**src/rtl/serial_pkg.sv**
```systemverilog
// Shared types and constants for the serial transmitter.
// The PARITY state exists only when SERIAL_TX_PARITY_EN is defined.
package serial_pkg;

  localparam int DEF_DATA_W       = 8;
  localparam int DEF_CLKS_PER_BIT = 4;

  localparam logic LINE_IDLE  = 1'b1;
  localparam logic LINE_START = 1'b0;
  localparam logic LINE_STOP  = 1'b1;

  typedef enum logic [2:0] {
    IDLE   = 3'd0,
    START  = 3'd1,
    DATA   = 3'd2,
`ifdef SERIAL_TX_PARITY_EN
    PARITY = 3'd3,
`endif
    STOP   = 3'd4
  } state_e;

  // Counter width that also works for a terminal value of 0 (value 1).
  function automatic int clog2_min1(input int value);
    return (value <= 1) ? 1 : $clog2(value);
  endfunction

endpackage

```
**src/rtl/serial_tx_bit_timer.sv**
```systemverilog
// Bit-time counter: bit_done pulses on the last cycle of every CLKS_PER_BIT-cycle bit.
// Held at zero while clear is high, so each frame starts on a fresh bit boundary.
module bit_timer
  import serial_pkg::*;
#(
  parameter int CLKS_PER_BIT = DEF_CLKS_PER_BIT
) (
  input  logic clk,
  input  logic rst_n,
  input  logic clear,
  output logic bit_done
);

  localparam int            CW   = clog2_min1(CLKS_PER_BIT);
  localparam logic [CW-1:0] LAST = CW'(CLKS_PER_BIT - 1);

  logic [CW-1:0] cnt_q, cnt_d;

  always_comb begin
    bit_done = 1'b0;
    cnt_d    = cnt_q;
    if (clear) begin
      cnt_d = '0;
    end else if (cnt_q == LAST) begin
      bit_done = 1'b1;
      cnt_d    = '0;
    end else begin
      cnt_d = cnt_q + CW'(1);
    end
  end

  always_ff @(posedge clk or negedge rst_n) begin
    if (!rst_n) begin
      cnt_q <= '0;
    end else begin
      cnt_q <= cnt_d;
    end
  end

endmodule

```
**src/rtl/serial_tx.sv**
```systemverilog
// Serial transmitter: start, DATA_W bits LSB first, optional even parity (SERIAL_TX_PARITY_EN), stop.
// tx drops on the acceptance edge; tx_ready is low for the whole frame, so new words wait.
module serial_tx
  import serial_pkg::*;
#(
  parameter int DATA_W       = DEF_DATA_W,
  parameter int CLKS_PER_BIT = DEF_CLKS_PER_BIT
) (
  input  logic              clk,
  input  logic              rst_n,
  input  logic [DATA_W-1:0] tx_data,
  input  logic              tx_valid,
  output logic              tx_ready,
  output logic              tx,
  output logic              busy
);

  localparam int            BW       = clog2_min1(DATA_W);
  localparam logic [BW-1:0] LAST_BIT = BW'(DATA_W - 1);

  state_e            state_q, state_d;
  logic [DATA_W-1:0] shift_q, shift_d;
  logic [BW-1:0]     bit_idx_q, bit_idx_d;
  logic              init_q, init_d;
  logic              bit_done;
  logic              accept;
`ifdef SERIAL_TX_PARITY_EN
  logic              parity_q, parity_d;
`endif

  bit_timer #(
    .CLKS_PER_BIT(CLKS_PER_BIT)
  ) u_bit_timer (
    .clk     (clk),
    .rst_n   (rst_n),
    .clear   (state_q == IDLE),
    .bit_done(bit_done)
  );

  // tx_ready stays low during reset and rises one edge after release.
  assign tx_ready = (state_q == IDLE) && init_q;
  assign busy     = (state_q != IDLE);
  assign accept   = tx_valid && tx_ready;

  always_comb begin
    state_d   = state_q;
    shift_d   = shift_q;
    bit_idx_d = bit_idx_q;
    init_d    = 1'b1;
    tx        = LINE_IDLE;
`ifdef SERIAL_TX_PARITY_EN
    parity_d  = parity_q;
`endif
    unique case (state_q)
      IDLE: begin
        if (accept) begin
          state_d   = START;
          shift_d   = tx_data;
          bit_idx_d = '0;
`ifdef SERIAL_TX_PARITY_EN
          parity_d  = ^tx_data;
`endif
        end
      end
      START: begin
        tx = LINE_START;
        if (bit_done) state_d = DATA;
      end
      DATA: begin
        tx = shift_q[0];
        if (bit_done) begin
          shift_d   = shift_q >> 1;
          bit_idx_d = bit_idx_q + BW'(1);
          if (bit_idx_q == LAST_BIT) begin
`ifdef SERIAL_TX_PARITY_EN
            state_d = PARITY;
`else
            state_d = STOP;
`endif
          end
        end
      end
`ifdef SERIAL_TX_PARITY_EN
      PARITY: begin
        tx = parity_q;
        if (bit_done) state_d = STOP;
      end
`endif
      STOP: begin
        tx = LINE_STOP;
        if (bit_done) state_d = IDLE;
      end
      default: state_d = IDLE;
    endcase
  end

  always_ff @(posedge clk or negedge rst_n) begin
    if (!rst_n) begin
      state_q   <= IDLE;
      shift_q   <= '0;
      bit_idx_q <= '0;
      init_q    <= 1'b0;
`ifdef SERIAL_TX_PARITY_EN
      parity_q  <= 1'b0;
`endif
    end else begin
      state_q   <= state_d;
      shift_q   <= shift_d;
      bit_idx_q <= bit_idx_d;
      init_q    <= init_d;
`ifdef SERIAL_TX_PARITY_EN
      parity_q  <= parity_d;
`endif
    end
  end

endmodule
```
**config.mk**
```make
export PLATFORM = sky130hd
export DESIGN_NAME = serial_tx
export DESIGN_NICKNAME = d
export VERILOG_FILES = /design/src/rtl/serial_pkg.sv /design/src/rtl/serial_tx_bit_timer.sv /design/src/rtl/serial_tx.sv
export SDC_FILE = /design/constraint.sdc
export NUM_CORES = 1
export LEC_CHECK = 0
export ABC_AREA = 1
export BUFFER_PORTS_ARGS = -buffer_cell sky130_fd_sc_hd__buf_2
export CAP_MARGIN = 15
export CORE_MARGIN = 2
export CORE_UTILIZATION = 36
export DETAILED_ROUTE_END_ITERATION = 6
export PLACE_DENSITY = 0.57
export SYNTH_ARGS = -nofsm -noshare
export SYNTH_HDL_FRONTEND = slang
export SYNTH_SLANG_ARGS = --single-unit
```
**constraint.sdc**
```tcl
create_clock -name clk -period 1.27 [get_ports clk]
set_input_delay 0.0635 -clock clk [delete_from_list [all_inputs] [get_ports clk]]
set_output_delay 0.0635 -clock clk [all_outputs]
set_load 0.01 [all_outputs]
```
==> results of run 1 <==
metrics by stage:
stage	setup TNS (ps)	setup WS, ps	power, mW	util [%]
CTS	-582	-117	2.39	46.3
finish	-359	-90.0	2.58	49.9
global placement	0	15.9	1.89	42.3
detailed placement	-20.8	-11.0	1.92	42.3
global route	-1740	-161	2.82	49.9
floorplan	-0.670	-0.670	1.66	-
final timing paths:
kind                                      startpoint                   end  slack (ps)  depth (start not counted)
worst max-delay path                      state_q[2]                    tx         -90                          6
worst min register to register  u_bit_timer.cnt_q[0]  u_bit_timer.cnt_q[0]         470                          1
worst min-delay path                      tx_data[7]            shift_q[7]          30                          3
worst max register to register            state_q[0]            shift_q[6]         -40                          8
min in group asynchronous                      rst_n          bit_idx_q[0]         220                          2
max in group asynchronous                      rst_n            state_q[0]         770                          2
state kept, by name (all words and copies together) (netlist names):
| name | cells |
|---|---|
| bit_idx_q | 3 |
| init_q | 1 |
| shift_q | 8 |
| state_q | 3 |
| u_bit_timer.cnt_q | 2 |
where the power goes:
| part | switching [mW] | total, mW | internal [mW] |
|---|---|---|---|
| clock network | 0.170 | 0.287 | 0.117 |
| logic | 0.805 | 1.45 | 0.643 |
| registers | 0.106 | 0.851 | 0.745 |
final cells by class:
type,count,area (um2)
sequential,17,425
clock buffer,3,22.5
timing repair buffer,27,186
fill,241,1230
clock inverter,1,5.00
multi-input combinational,73,483
inverter,17,66.3
tap,30,37.5
synth_stat cells:
master / n / area (um2)
nand3_1: 8 / 40.0
nand2_4: 1 / 11.3
buf_6: 1 / 11.3
dfrtp_1: 17 / 425
inv_2: 3 / 11.3
nor2_1: 2 / 7.51
nand2_8: 1 / 20.0
buf_12: 1 / 20.0
buf_2: 1 / 5.00
nor3_1: 1 / 5.00
nand3b_1: 2 / 15.0
nand2_2: 3 / 18.8
o21ai_1: 13 / 65.1
inv_1: 14 / 52.6
nand4_1: 1 / 6.26
ha_1: 3 / 37.5
o21ai_0: 2 / 10.0
nand2_1: 29 / 109
nor2_4: 2 / 22.5
o21ai_2: 2 / 17.5
nor2_2: 1 / 6.26
conb_1: 1 / 3.75
repair_timing:
item                                    4_1_cts  5_1_grt
pin swaps                                     4        8
hold buffers                                  1        0
hold endpoints to repair                     17        0
cloned                                        0        1
endpoints found under the setup margin        4       16
buffers inserted                              6        1
gates resized for setup                       4       21
worst min-delay path, cell delays in order:
cell and delay (ps):
buf_2 100, nand4_1 80, o21ai_1 60
layer usage:
metal	global-route usage, %	vias up	share of wire (%)
met1	19.1	373	46
met4	9.58	0	2.4
met5	0	-	0
met3	3.55	7	3.0
met2	22.9	12	49
li1	-	401	-
cells by family after synthesis:
kind of cell | after synthesis | synth area share, %
adder cells (fa/ha/maj) | 3 | 4.08
AO/OA/AOI/OAI | 17 | 10.1
other | 1 | 0.407
AND/OR/NAND/NOR | 51 | 28.4
buffers and inverters | 20 | 10.9
flip-flops | 17 | 46.2
==> reports/metrics.yaml, run 1 <==
status: "complete, but fails checks"
violations: "setup timing"
root_buffer: "clkbuf_4"
drtIter0Drc: 10
vias: 793
first_global_vias: 760
final-max-slew-violation-count: 0
clkLatencyLatePin_ps: 290
worst_slack_ps: -90.0
die_w_um: 54.6
die-area_mm2: 0.00298
cap_violations: 0
finalNonFillerCells: 168
p_leak_nw: 0.654
fin_crit_sh_pct: 107
slowest_delay_ps: 430
ir_worst_vdd_mv: 1.13
drtPass1Iterations: 2
max_freq_mhz: 735
setup_violations: 10
grtUsageTotal_pct: 15.1
criticalPathCategory: "flop to output port"
hpwlAfterDp_mm: 1.26
ios: 14
port_buffers: 13
cts-buffers-inserted: 3
place_inst: 155
yosysSeqAreaShare_pct: 46.2
avgSynthCellArea_um2: 8.45
placed_cell_area_mm2: 0.00104
period_needed_ps: 1360
vias_per_cell: 4.72
clk_pin_slew_ps: 100
netlist_instances: 109
hold_viol: 0
path_buf_inv: 3
worstPathRequired_ps: 1210
cts_num_sinks: 17
final_layout_size_suffix_gt1_share_pct: 42.8
syn-num-nets: 123
hold_class: "input port to flop"
final_common_cell: "nand2_1"
gp_congestion: 0.720
cts_buffer_depth: 2
antenna_found_initial: 0
antenna_cells: 0
drc_errors: 0
routed_wl_mm: 1.89
stdcell_area_mm2: 0.00123
area_growth_pct: 33.2
startpoint_type: "flop"
rows: 18
layout.nets: 153
rsz0062_at_grt: "yes"
powerDensity_mw_per_mm2: 2110
worstPathArrival_ps: 1300
ys_ff_latch: 17
ys_types: 22
critPathSlowestCell: "dfrtp_1"
cp-end-kind: "output port"
path_cells: "buf_4 -> inv_1 -> nand3_2 -> nand2_2 -> o21ai_2 -> buf_2"
tritoncts: "yes"
postRouteAntennaNets: 0
grt_pass1_wl_mm: 3.13
cts_htree_levels: 1
synth_warnings: 0
die_h_um: 54.6
syn_area_um2: 921
grt_max_degree: 18
grt-ovfl-total: 0
start_util_pct: 37.5
cp_top_family: "flip-flops"
layout_common_cells: "22 x nand2_1, 17 x dfrtp_1, 14 x inv_1, 12 x buf_2"
cp_max_fo: 3
whs_ps: 34.1
fin_skew_ps: 4.98
coreArea_mm2: 0.00245
wire_per_inst_um: 11.3
No activity file was read; power rests on OpenSTA's default activity.
==> inputs of run 2 (changes only) <==
CAP_MARGIN = not set   (was 15)
CELL_PAD_IN_SITES_DETAIL_PLACEMENT = 1   (was not set)
CELL_PAD_IN_SITES_GLOBAL_PLACEMENT = 1   (was not set)
PLACE_DENSITY = 0.72   (was 0.57)
==> reports/metrics.yaml, run 2 (synthesized netlist as in run 1, its figures left out) <==
cts_buffer_depth: 2  # unchanged
die_w_um: 54.6  # unchanged
area_growth_pct: 36.3
grt_max_degree: 18  # unchanged
drtPass1Iterations: 4  # +2
rsz0062_at_grt: "yes"
layout_common_cells: "20 x nand2_1, 16 x dfrtp_1, 14 x inv_1, 12 x buf_2, 10 x buf_4"
max_freq_mhz: 709  # -3.6%
powerDensity_mw_per_mm2: 2100  # -0.61%
postRouteAntennaNets: 0  # unchanged
rows: 18  # unchanged
criticalPathCategory: "flop to output port"
largestRegisters: "shift_q: 8 flops, bit_idx_q: 3 flops, state_q: 3 flops"
layout.nets: 152  # -0.65%
tritoncts: "yes"
violations: "setup timing"
final-max-slew-violation-count: 0  # unchanged
tns_ps: -1320  # -960 ps
cp-end-kind: "output port"
vias: 813  # +2.5%
hpwlAfterDp_mm: 1.51  # +20%
n_fill_cell: 291  # +21%
root_buffer: "clkbuf_4"
max_flop_register: "shift_q"
cts_htree_levels: 1  # unchanged
cp_max_fo: 4  # +1
placed_cell_area_mm2: 0.00104  # unchanged
multi_input_area_um2: 517  # +7.0%
gp_congestion: 0.779  # +8.3%
setup_violations: 14  # +4
antenna_found_initial: 0  # unchanged
ir_worst_vdd_mv: 0.925  # -18%
coreArea_mm2: 0.00245  # unchanged
routed_wl_mm: 2.25  # +19%
die_h_um: 54.6  # unchanged
startpoint_type: "flop"
port_buffers: 13  # unchanged
p_total_mw: 2.63  # +1.7%
stdcell_area_mm2: 0.00125  # +2.3%
drc_errors: 0  # unchanged
fin_skew_ps: 11.8  # +6.84 ps
worstPathRequired_ps: 1210  # about the same
wire_per_inst_um: 13.5  # +20%
final_layout_size_suffix_gt1_share_pct: 46.0  # +3.2 points
hold_viol: 0  # unchanged
worstPathArrival_ps: 1350  # +50 ps
ios: 14  # unchanged
drtIter0Drc: 4  # -6
worst_slack_ps: -141  # -51.0 ps
cts-buffers-inserted: 3  # unchanged
grt_pass1_wl_mm: 3.42  # +9.0%
grt-ovfl-total: 0  # unchanged
p_leak_nw: 0.657  # +0.34%
final_common_cell: "nand2_1"
regArea_um2: 427  # +0.29%
grtUsageTotal_pct: 16.7  # +1.6 points
period_needed_ps: 1410  # +51.0 ps
antenna_cells: 0  # unchanged
status: "complete, but fails checks"
fin_crit_sh_pct: 111  # +4.0 points
cts_num_sinks: 17  # unchanged
hold_class: "input port to flop"
largest_reg_flops: 8  # unchanged
start_util_pct: 37.5  # unchanged
die-area_mm2: 0.00298  # unchanged
clk_pin_slew_ps: 110  # about the same
clkLatencyLatePin_ps: 300  # about the same
cap_violations: 0  # unchanged
vias_per_cell: 4.87  # +3.1%
first_global_vias: 786  # +3.4%
final_util_pct: 51.1  # +1.2 points
[run 2: power breakdown]
group / total (mW) / internal [mW] / leakage (nW) / switching (mW)
sequential: 0.862 / 0.747 / 0.216 / 0.115
clock: 0.305 / 0.117 / 0.0177 / 0.188
combinational: 1.46 / 0.636 / 0.423 / 0.826
total: 2.63 / 1.50 / 0.657 / 1.13
[run 2: critical path, stage by stage (launching register included)]
cell and delay (ps):
dfrtp_1 420, nor2_4 160, buf_6 130, nand2_4 60
nor2_4 160, buf_6 120
[run 2: timing repair]
item	CTS	global route
gates cloned	1	0
pin swaps	7	6
endpoints found under the hold margin	17	0
hold buffers	1	0
endpoints found under the setup margin	12	17
resized for setup	13	17
setup buffers	6	1
[run 2: metrics by stage]
stage,hold WS [ps],std cells,setup slack (ps)
floorplan,-232,109,-0.670
global placement,19.0,155,0.356
detailed placement,17.8,155,-61.1
CTS,61.8,166,-124
global route,73.3,167,-204
finish,53.7,167,-141
[run 2: final timing paths]
kind                       slack [ps]                  from  depth (start not counted)                    to
setup / recovery                 -140            state_q[0]                          5              tx_ready
hold / removal                     50            tx_data[7]                          3            shift_q[7]
setup reg to reg                 -130            state_q[0]                          8            shift_q[2]
hold reg to reg                   440  u_bit_timer.cnt_q[0]                          1  u_bit_timer.cnt_q[0]
max in group asynchronous         750                 rst_n                          2            state_q[1]
min in group asynchronous         210                 rst_n                          2            shift_q[0]
[run 2: cell type report]
cell class                 count  area share (%)
clock buffer                   3            1.79
clock inverter                 1           0.399
inverter                      17            5.08
multi-input combinational     73            41.2
sequential                    17            34.0
tap                           30            2.99
timing repair buffer          26            14.6
[run 2: metal layers]
layer | track usage, % | share of wire (%) | vias up
met5 | 0 | 0 | -
met4 | 7.50 | 1.2 | 0
met3 | 2.73 | 3.7 | 4
met2 | 29.9 | 53 | 13
met1 | 19.3 | 42 | 400
li1 | - | - | 396
==> inputs of run 3 (changes only) <==
ABC_AREA = not set   (was 1)
PLACE_DENSITY = 0.68   (was 0.72)
SYNTH_HIERARCHICAL = 1   (was not set)
==> reports/metrics.yaml, run 3 <==
grt_pass1_wl_mm: 3.33  # -2.4%
synth_xor_area_share_pct: 0  # unchanged
syn-num-nets: 89  # -28%
layout.nets: 126  # -17%
cts_htree_levels: 1  # unchanged
fin_crit_sh_pct: 135  # +24 points
cp_top_family: "simple AND/OR/NAND/NOR gates"
setup_violations: 17  # +3
cts_buffer_depth: 2  # unchanged
netSwitchingPower_mw: 0.811  # -28%
antenna_cells: 0  # unchanged
fin_skew_ps: 1.89  # -9.93 ps
violations: "setup timing"
largestRegisters: "shift_q: 8 flops, bit_idx_q: 3 flops, state_q: 3 flops"
vias_per_cell: 5.18  # +6.3%
netlist_instances: 75  # -31%
wire_per_inst_um: 15.9  # +18%
criticalPathCategory: "flop to flop"
comb_power_share_pct: 54.1  # -1.5 points
yosysMostFrequentCell: "dfrtp_1"
synthSimpleGateAreaFrac_pct: 21.2  # -7.2 points
hold_viol: 0  # unchanged
synth-edff-count: 0  # unchanged
async_reset_ff_share_pct: 100  # unchanged
area_growth_pct: 41.6
worstPathArrival_ps: 1900  # +550 ps
routed_wl_mm: 2.24  # -0.36%
vias: 730  # -10%
synth_mux_area_share_pct: 4.04  # +4.0 points
ir_worst_vdd_mv: 0.844  # -8.7%
drtPass1Iterations: 2  # -2
max_freq_mhz: 582  # -18%
worst_slack_ps: -447  # -306 ps
n_fill_cell: 265  # -8.9%
intPower_mw: 1.68  # +12%
cp_max_fo: 7  # +3
gp_congestion: 0.692  # -11%
postRouteAntennaNets: 0  # unchanged
start_util_pct: 37.2  # -0.29 points
grt_max_degree: 18  # unchanged
ys_top_cells_by_area: "dfrtp_1 47%, o221a_2 8.8%, nand2b_1 4.9%"
syn_area_um2: 897  # -2.6%
grtUsageTotal_pct: 16.5  # -0.22 points
synth_top_family_by_area: "simple AND/OR/NAND/NOR gates"
synth_warnings: 6  # +6
path_buf_inv: 1  # -1
final-max-slew-violation-count: 0  # unchanged
die_w_um: 53.9  # -1.2%
p_sw_share_pct: 32.5  # -10 points
antenna_found_initial: 0  # unchanged
yosysTopAreaCellShare_pct: 47.4  # +1.2 points
cap_violations: 0  # unchanged
largest_reg_flops: 8  # unchanged
coreArea_mm2: 0.00241  # -1.8%
synth_common_cells: "17 x dfrtp_1, 7 x nand2b_1, 7 x o221a_2, 4 x inv_1, 4 x nor2b_1"
synth_compound_area_share_pct: 17.7  # +7.7 points
port_buffers: 13  # unchanged
clk_pin_slew_ps: 100  # about the same
startpoint_type: "flop"
slowest_delay_ps: 410  # about the same
avgSynthCellArea_um2: 12.0  # +42%
max_flop_register: "shift_q"
rows: 18  # unchanged
cp-end-kind: "flop"
cts_num_sinks: 17  # unchanged
synthFlopType: "dfrtp_1"
period_needed_ps: 1720  # +306 ps
pre_cts_ws_ps: -450  # -388 ps
worstPathRequired_ps: 1460  # +250 ps
cts-buffers-inserted: 3  # unchanged
p_leak_nw: 0.566  # -14%
final_common_cell: "dfrtp_1"
first_global_vias: 734  # -6.6%
root_buffer: "clkbuf_4"
final_layout_size_suffix_gt1_share_pct: 55.9  # +9.9 points
tritoncts: "yes"
rsz0062_at_grt: "yes"
hpwlAfterDp_mm: 1.51  # -0.28%
drc_errors: 0  # unchanged
die_h_um: 53.9  # -1.2%
drtIter0Drc: 4  # unchanged
critPathSlowestCell: "or3_4"
synthAdderAreaFrac_pct: 4.18  # +0.11 points
synth_largest_area_cell: "dfrtp_1"
final_util_pct: 52.7  # +1.6 points
status: "complete, but fails checks"
clkLatencyLatePin_ps: 290  # about the same
power.share.sequential_pct: 34.1  # +1.3 points
ios: 14  # unchanged
layout_common_cells: "17 x dfrtp_1, 15 x buf_4, 12 x buf_2, 7 x o221a_2, 6 x nand2b_1"
hold_class: "input port to flop"
path_cells: "or3_4 -> clkinv_4 -> nor2b_4 -> and4bb_2 -> o21bai_4 -> o221a_2"
power_frac_clock_pct: 11.8  # +0.2 points
grt-ovfl-total: 0  # unchanged
ys_ff_latch: 17  # unchanged
ys_types: 30  # +36%
die-area_mm2: 0.00291  # -2.4%
yosysSeqAreaShare_pct: 47.4  # +1.2 points
powerDensity_mw_per_mm2: 1960  # -6.3%
run 3: cell count changes after synthesis, moves of 3 or more:
cell / change
o21ai_1: -13
nand3_1: -8
o221a_2: +7
nand2_1: -26
nor2b_1: +4
a21oi_1: +3
a22o_1: +3
nand2_2: -3
inv_1: -10
nand2b_1: +7
inv_2: -3
run 3: cell families (layout without fill, tap and decap cells):
kind of cell	after synthesis	in the layout
AND/OR/NAND/NOR	26	26
AO/OA/AOI/OAI	17	17
multiplexers	3	3
buffers and inverters	8	44
flip-flops	17	17
adder cells (fa/ha/maj)	3	3
other	1	1
run 3: final timing paths:
check	depth (start not counted)	end	startpoint	slack, ps
worst max register to register	6	shift_q[3]	state_q[0]	-450
worst min register to register	2	u_bit_timer/cnt_q[0]	u_bit_timer/cnt_q[0]	530
max in group asynchronous	2	bit_idx_q[0]	rst_n	790
min in group asynchronous	2	shift_q[6]	rst_n	210
worst max-delay path	6	shift_q[3]	state_q[0]	-450
worst min-delay path	2	shift_q[1]	tx_data[1]	50
run 3: cell type report:
type                       instances  area, um2  share of cell area, %
multi-input combinational         50        479                   37.7
sequential                        17        425                   33.5
timing repair buffer              35        278                   21.9
tap                               30       37.5                   2.96
clock buffer                       4       26.3                   2.07
inverter                           5       23.8                   1.87
run 3: per-stage QoR:
stage	instance area [um2]	hold WS [ps]	total power, mW	cells	setup TNS [ps]
2_1_floorplan	900	-232	1.50	75	-7890
3_3_place_gp	1070	9.16	1.80	127	-4680
3_5_place_dp	1070	12.5	1.84	127	-5340
4_1_cts	1190	48.1	2.27	136	-5390
5_1_grt	1270	37.7	2.65	141	-6820
6_report	1270	47.8	2.49	141	-5880
run 3: power by group through the flow:
| stage | sequential [mW] | clock (mW) | combinational, mW |
|---|---|---|---|
| CTS | 0.849 | 0.297 | 1.12 |
| detailed placement | 0.852 | 0 | 0.993 |
| global route | 0.875 | 0.331 | 1.44 |
| global placement | 0.845 | 0 | 0.952 |
| finish | 0.850 | 0.295 | 1.35 |
| floorplan | 0.827 | 0 | 0.669 |
run 3: layer usage:
layer	share of wire (%)	global-route usage, %	routed length [um]	vias up
met5	0	0	0	-
met4	1.5	7.69	34	0
met3	1.6	2.50	35	4
met2	55	28.9	1230	8
met1	42	19.6	941	372
li1	-	-	-	346
run 3: what timing repair did:
| action | 4_1_cts | 5_1_grt |
|---|---|---|
| setup buffers | 5 | 5 |
| gates cloned | 0 | 1 |
| hold buffers | 2 | 0 |
| pin swaps | 10 | 6 |
| hold endpoints to repair | 18 | 0 |
| endpoints found under the setup margin | 17 | 17 |
| gates resized for setup | 13 | 6 |
run 3: worst reg2reg max path: cells and delay by family, from the launching register on:
family                 cells  cell delay, ps
AOI/OAI and AO/OA          2             480
and+or+nand+nor            3             680
DFF                        1             400
buffers and inverters      1              70
